File: config.mk
export PLATFORM = sky130hd
export DESIGN_NAME = fifo_drain
export DESIGN_NICKNAME = d
export VERILOG_FILES = /design/src/rtl/fifo_drain.sv
export SDC_FILE = /design/constraint.sdc
export NUM_CORES = 1
export LEC_CHECK = 0
export BUFFER_PORTS_ARGS = -buffer_cell sky130_fd_sc_hd__buf_2
export CAP_MARGIN = 10
export CELL_PAD_IN_SITES_DETAIL_PLACEMENT = 2
export CELL_PAD_IN_SITES_GLOBAL_PLACEMENT = 2
export CORE_ASPECT_RATIO = 0.6
export CORE_MARGIN = 4
export CORE_UTILIZATION = 28
export CTS_BUF_LIST = sky130_fd_sc_hd__clkbuf_8 sky130_fd_sc_hd__clkbuf_16
export DETAILED_ROUTE_END_ITERATION = 16
export PLACE_DENSITY = 0.75
export SLEW_MARGIN = 20
export SYNTH_ARGS = -nofsm -noshare
export SYNTH_HDL_FRONTEND = slang
export SYNTH_SLANG_ARGS = --single-unit
export TNS_END_PERCENT = 30
File: constraint.sdc
create_clock -name rd_clk -period 1.55 [get_ports rd_clk]
set_clock_uncertainty 0.05 [all_clocks]
set_input_delay 0.155 -clock rd_clk [delete_from_list [all_inputs] [get_ports rd_clk]]
set_output_delay 0.155 -clock rd_clk [all_outputs]
set_load 0.01 [all_outputs]
File: src/rtl/fifo_drain.sv
// fifo_drain: pops a 1-cycle-latency FIFO read port into a 2-entry skid buffer and
// presents a valid/ready stream. Define FIFO_DRAIN_STATS_EN to add pop/stall counters.
module fifo_drain #(
  parameter int WIDTH     = 8,
  parameter int CNT_WIDTH = 16
) (
  input  logic             rd_clk,
  input  logic             rst,
  input  logic             drain_en,
  input  logic             empty,
  output logic             rd_en,
  input  logic [WIDTH-1:0] r_data,
  output logic [WIDTH-1:0] out_data,
  output logic             out_valid,
  input  logic             out_ready
`ifdef FIFO_DRAIN_STATS_EN
  ,
  output logic [CNT_WIDTH-1:0] pop_count,
  output logic [CNT_WIDTH-1:0] stall_count
`endif
);

  if (WIDTH < 1 || CNT_WIDTH < 1) begin : g_bad_param
    $error("fifo_drain: WIDTH and CNT_WIDTH must be positive");
  end

  logic             inflight_q, inflight_d;
  logic [1:0]       count_q, count_d;
  logic             head_q, head_d;
  logic             tail_q, tail_d;
  logic [WIDTH-1:0] mem_q [2];
  logic [WIDTH-1:0] mem_d [2];

  logic       fire;
  logic [2:0] committed;

  // NOTE: every signal written here gets a default on entry, so no path leaves
  // one unassigned and no latch is inferred.
  always_comb begin
    out_valid = (count_q != 2'd0);
    out_data  = mem_q[head_q];
    fire      = out_valid && out_ready;

    // Slots already promised: buffered words plus the word returning this cycle,
    // less the word leaving this cycle. Popping only below 2 keeps the skid safe.
    committed = {1'b0, count_q} + {2'b00, inflight_q} - {2'b00, fire};
    rd_en     = !rst && drain_en && !empty && (committed < 3'd2);

    inflight_d = rd_en;
    head_d     = head_q ^ fire;
    tail_d     = tail_q ^ inflight_q;

    mem_d[0] = mem_q[0];
    mem_d[1] = mem_q[1];
    if (inflight_q) begin
      mem_d[tail_q] = r_data;
    end

    count_d = count_q;
    unique case ({inflight_q, fire})
      2'b10:   count_d = count_q + 2'd1;
      2'b01:   count_d = count_q - 2'd1;
      default: count_d = count_q;
    endcase
  end

  // NOTE: state flops use non-blocking assignments so every flop samples the
  // pre-edge value of every other flop, independent of statement order.
  always_ff @(posedge rd_clk) begin
    if (rst) begin
      inflight_q <= 1'b0;
      count_q    <= 2'd0;
      head_q     <= 1'b0;
      tail_q     <= 1'b0;
      // NOTE: the two storage words are reset so out_data reads zero after reset;
      // a deeper buffer would leave its storage unreset and mask the output instead.
      mem_q[0]   <= '0;
      mem_q[1]   <= '0;
    end else begin
      inflight_q <= inflight_d;
      count_q    <= count_d;
      head_q     <= head_d;
      tail_q     <= tail_d;
      mem_q[0]   <= mem_d[0];
      mem_q[1]   <= mem_d[1];
    end
  end

`ifdef FIFO_DRAIN_STATS_EN
  logic [CNT_WIDTH-1:0] pop_count_q, pop_count_d;
  logic [CNT_WIDTH-1:0] stall_count_q, stall_count_d;

  // Both counters wrap naturally at 2^CNT_WIDTH.
  always_comb begin
    pop_count_d   = pop_count_q + (rd_en ? CNT_WIDTH'(1) : CNT_WIDTH'(0));
    stall_count_d = stall_count_q + ((out_valid && !out_ready) ? CNT_WIDTH'(1) : CNT_WIDTH'(0));
  end

  always_ff @(posedge rd_clk) begin
    if (rst) begin
      pop_count_q   <= '0;
      stall_count_q <= '0;
    end else begin
      pop_count_q   <= pop_count_d;
      stall_count_q <= stall_count_d;
    end
  end

  assign pop_count   = pop_count_q;
  assign stall_count = stall_count_q;
`endif

endmodule

==> metrics, run 1 <==
status=finished, violations left; failing checks=negative setup slack; DRT iter0 DRCs=10; CP Max Fanout=3; first-pass GRT wire length=4.174 mm; Via Count=722; R2R setup slack=-150 ps; register clock-pin slew on the reported worst setup and hold paths=80 ps; Post-synth ARST share=0; RSZ-0062 raised after global routing=yes; PD cells=851.1 nW/µm²; hold_ws=38.44 ps; most numerous cell in the Yosys netlist=dfxtp_1; Synth Cell Area=924.6 µm²; routability cong.=0.6970; Post-DP Area=1156 µm²; DRC errors left=0; Initial Util=0.3079; sequential-to-total area share from yosys stat=0.4547; measured slew at the worst slew-check pin=559.1 ps; num rows=15; Seq cells post-synth=21; Hold/Removal Path Class=input port to flip-flop; Main synth FF type=dfxtp_1; Setup WS post-layout=-578.4 ps; Die H=52.51 µm; ranking of synthesized cells by area=dfxtp_1 (45%), mux2i_1 (17%), mux2_2 (9.7%), nor2_1 (7.3%), ha_1 (2.7%); Die ar.=4316 µm²; Pwr Total=1.034 mW; largest area contributor in the synthesized netlist=dfxtp_1; largest net degree at the start of global routing=23; gr usage total=0.1327; fin nets=135; H-Tree Depth=1; Vias/cell=4.513; Core Region=3003 µm²; vias in the first global route=836; number of synthesized flops with an enable pin=0; worst skew pair latency=260 ps; Yosys warnings=0; initial antenna violation count=0; Worst Path Arrival=1920 ps; Area growth syn-to-layout=31.39%; Post-CTS Hold Buffers=0; share of layout cells above drive strength 1=0.4322; port buffer count=22; hpwl dp=1.832 mm; Synth top area share=0.4547; leakage power=0.5238 nW; n_diodes=0; crit path launch type=flip-flop; crit path capture type=primary output; Pre-Repair DR Iteration Count=2; Gate Count Post-Synth=90; Die Wd=82.19 µm; Final setup viols=2; CTS tree=yes; Syn Area/Cell=10.27 µm²; Post-synth top cells=dfxtp_1 (21), nor2_1 (18), mux2i_1 (16), mux2_2 (8); Routed WL per cell=15.47 µm; clk sink count=21; Max Fclk=469.8 MHz; Longest Clk Path Bufs=2; pre-CTS setup slack=-375.4 ps; Max-Cap Viols=0; Final Max Tran Viols=0; Crit Path Class=flip-flop to primary output; data required time of the worst path=1340 ps; final hold violation count=0; synthesized net count=106; fin crit share=1.373; GRT overflow=0; Root Buffer=clkbuf_8; CTS buffer count=3; post-route ant nets=0; final instance area=1215 µm²; Slew HR=0.6176; Tmin final=2128 ps; Setup TNS=-724.8 ps; Routed Wire Length=2.475 mm; Peak VDD IR=417.6 µV; Synth cell types=20; # IOs=23
[layout by cell type, fill, tap and decap left out, types with 2 or more instances in the layout]
master | Yosys | final
buf_4 | 0 | 6
mux2i_1 | 16 | 16
mux2_2 | 8 | 8
dfxtp_2 | 0 | 2
o21ai_0 | 3 | 2
ha_1 | 2 | 2
nor2_1 | 18 | 18
dfxtp_1 | 21 | 18
inv_1 | 3 | 3
buf_2 | 3 | 22
clkbuf_8 | 0 | 3
[worst max-delay path, stage by stage, from the launching register on]
cell and delay (ps):
dfxtp_2 340, and3b_2 280, o21ai_2 80, fa_1 530
nand2_2 90, nor4_4 190, buf_2 160
[logic make-up after synthesis]
family | Yosys count | synth area share
AOI/OAI and AO/OA | 5 | 0.03111
xor gates and xnor gates | 2 | 0.01895
adders and majority gates | 3 | 0.04871
buffers and inverters | 8 | 0.03653
DFF | 21 | 0.4547
muxes | 24 | 0.2706
and+or+nand+nor | 27 | 0.1394
[final timing paths]
check / start / to / cells after the start
setup / recovery: count_q[0] / rd_en / 6
hold / removal: empty / inflight_q / 2
setup reg to reg: count_q[0] / inflight_q / 6
hold reg to reg: mem_q[0][3] / mem_q[0][3] / 2
[repair_timing]
action | CTS | global route
resized for setup | 4 | 0
pin swaps | 4 | 0
setup buffers | 0 | 0
endpoints found under the setup margin | 10 | 2
[registers in the layout (all words and copies together) (netlist names)]
register	cells
mem_q	16
count_q	2
head_q	1
inflight_q	1
tail_q	1
[final cells by class]
class                   instances  area [µm²]
well taps                      42       52.55
flip-flops and latches         21       426.7
inverters                       3       11.26
repair buffers                 29       175.2
clock buffers                   3       41.29
clock inverters                 1       5.005
multi-input cells              61       503.0
fillers                       324        1788
[metrics by stage]
step,std cells,utilization
floorplan,90,-
global placement,156,0.3850
detailed placement,156,0.3850
CTS,160,0.4046
global route,160,0.4046
finish,160,0.4046
[report_power, final]
part           switching (mW)  internal (mW)  total, mW
Sequential             0.0104          0.551      0.562
Combinational          0.0527         0.0535      0.106
Clock                   0.187          0.179      0.366
[metal layers]
| layer | GRT usage | routed length (µm) | up-vias |
|---|---|---|---|
| met5 | 0 | 0 | - |
| met4 | 0.04144 | 20 | 0 |
| met3 | 0.04467 | 88 | 2 |
| met2 | 0.2154 | 1176 | 9 |
| met1 | 0.1655 | 1190 | 349 |
| li1 | - | - | 362 |
No activity file was read; power rests on OpenSTA's default activity.
==> inputs of run 2 (changes only) <==
--- a/config.mk
+++ b/config.mk
@@ -14,6 +14,7 @@
 export CORE_UTILIZATION = 28
 export CTS_BUF_LIST = sky130_fd_sc_hd__clkbuf_8 sky130_fd_sc_hd__clkbuf_16
 export DETAILED_ROUTE_END_ITERATION = 16
+export MAX_ROUTING_LAYER = met4
 export PLACE_DENSITY = 0.75
 export SLEW_MARGIN = 20
 export SYNTH_ARGS = -nofsm -noshare
==> run 2 against run 1 <==
- the run still ends with negative setup slack left
- maximum frequency about the same
- setup slack better by 1.1 ps
- non-clock buffer count unchanged
- clock-buffer cell count unchanged
==> metrics, run 2 (synthesis gave the netlist of run 1 again) <==
GR Util met3=0.04124 (-0.003436); setup bufs post-CTS=0 (unchanged); Routed Wire Length=2.468 mm (-0.28%); met2 GRT Util=0.2181 (+0.002660); max reg flops=16 (unchanged); post-route ant nets=0 (unchanged); Max-Cap Viols=0 (unchanged); hold path startpoint=empty; DRT iter0 DRCs=5 (-5); CTS buffer count=3 (unchanged); Post-CTS Hold Buffers=0 (unchanged); Slew HR=0.6192 (+0.001558); routability cong.=0.7045 (+1.1%); largest net degree at the start of global routing=23 (unchanged); RSZ-0062 raised after global routing=yes; CTS tree=yes; worst skew pair latency=260 ps (about the same); Routed WL per cell=15.43 µm (-0.28%); GR peak layer=met2; Tmin final=2127 ps (-1.135 ps); reg-to-reg endpoint=inflight_q; Vias/cell=4.506 (-0.14%); status=finished, violations left; Area growth syn-to-layout=31.39% (unchanged); measured slew at the worst slew-check pin=556.8 ps (-2.278 ps); CP Max Fanout=3 (unchanged); share of layout cells above drive strength 1=0.4322 (unchanged); Hold/Removal Path Class=input port to flip-flop; Pwr Total=1.033 mW (about the same); FILL cells=324 (unchanged); initial antenna violation count=0 (unchanged); Regs by FF count=mem_q (16), count_q (2); most frequent cells in the layout=buf_2 (22), nor2_1 (18), dfxtp_1 (18), mux2i_1 (16), mux2_2 (8); Die H=52.51 µm (unchanged); port buffer count=22 (unchanged); Initial Util=0.3079 (unchanged); # IOs=23 (unchanged); Worst Path Arrival=1920 ps (about the same); hold depth=2 (unchanged); GRT overflow=0 (unchanged); num rows=15 (unchanged); Longest Clk Path Bufs=2 (unchanged); H-Tree Depth=1 (unchanged); Non-Filler Instances=160 (unchanged); most common cell after layout, fill and taps aside=buf_2; leakage power=0.5238 nW (unchanged); crit path capture type=primary output; crit path launch type=flip-flop; Final Max Tran Viols=0 (unchanged); DRC errors left=0 (unchanged); PD cells=850.5 nW/µm² (about the same); Via Count=721 (-0.14%); Peak VDD IR=417.1 µV (-0.13%); Die ar.=4316 µm² (unchanged); data required time of the worst path=1340 ps (about the same); final hold violation count=0 (unchanged); register clock-pin slew on the reported worst setup and hold paths=80 ps (about the same); clk sink count=21 (unchanged); Max Fclk=470.1 MHz (about the same); Die Wd=82.19 µm (unchanged); Core Region=3003 µm² (unchanged); R2R setup slack=-150 ps (about the same); Final setup viols=2 (unchanged); cells on worst reg2reg path=6 (unchanged); hpwl dp=1.832 mm (unchanged); n_diodes=0 (unchanged); Setup WS post-layout=-577.3 ps (+1.135 ps); vias in the first global route=839 (+0.36%); Pre-Repair DR Iteration Count=2 (unchanged); failing checks=negative setup slack; Root Buffer=clkbuf_8; RR Startpoint=count_q[0]; first-pass GRT wire length=4.167 mm (-0.17%); Top reg by flops=mem_q; Crit Path Class=flip-flop to primary output; fin crit share=1.372 (about the same); Cells after DPL=156 (unchanged); gr usage total=0.1362 (+0.003497); hold path endpoint=inflight_q; routing usage on met1=0.1655 (unchanged); fin nets=135 (unchanged)
[run 2: cell counts in the layout (fill, tap and decap cells not counted)]
No cell type changed its count.
[run 2: cell type report]
cell class                      instances  area (µm²)  share of cell area
Multi-Input combinational cell         61       503.0              0.4140
Sequential cell                        21       426.7              0.3512
Inverter                                3       11.26            0.009269
Clock buffer                            3       41.29             0.03399
Clock inverter                          1       5.005            0.004119
Tap cell                               42       52.55             0.04325
Timing Repair Buffer                   29       175.2              0.1442
[run 2: routing by layer]
metal / up-vias / part of all wire
li1: 362 / -
met2: 9 / 0.48
met1: 348 / 0.48
met3: 2 / 0.029
met4: 0 / 0.0081
met5: - / 0
[run 2: stage by stage]
stage	cell area [µm²]	hold slack [ps]	utilization	TNS, ps	setup slack [ps]
5_1_grt	1215	29.28	0.4046	-878.2	-684.6
3_3_place_gp	1156	323.4	0.3850	-421.2	-273.6
3_5_place_dp	1156	335.1	0.3850	-612.4	-375.4
4_1_cts	1215	36.57	0.4046	-743.6	-585.5
6_report	1215	38.59	0.4046	-722.6	-577.3
2_1_floorplan	950.9	177.7	-	-172.2	-171.6
[run 2: worst max-delay path by stage]
stage	slack, ps	cells past startpoint	startpoint	endpoint
after floorplan	-170	5	count_q[1]	rd_en
after global placement	-270	6	count_q[0]	rd_en
after detailed placement	-380	6	count_q[0]	rd_en
after CTS	-590	6	count_q[0]	rd_en
after global routing	-680	6	count_q[0]	rd_en
final	-580	6	count_q[0]	rd_en
[run 2: power breakdown]
group	switching [mW]	total [mW]	internal, mW
Clock	0.186	0.366	0.179
Sequential	0.0104	0.562	0.551
Combinational	0.0526	0.106	0.0535
[run 2: worst max-delay path, stage by stage, from the launching register on]
cell	delay (ps)
dfxtp_2	330
and3b_2	280
o21ai_2	80
fa_1	530
nand2_2	90
nor4_4	190
buf_2	160
[run 2: timing repair]
item | 4_1_cts | 5_1_grt
endpoints found under the setup margin | 10 | 2
gates cloned | 0 | 0
pin swaps | 4 | 0
resized for setup | 4 | 0
endpoints found under the hold margin | 0 | 0
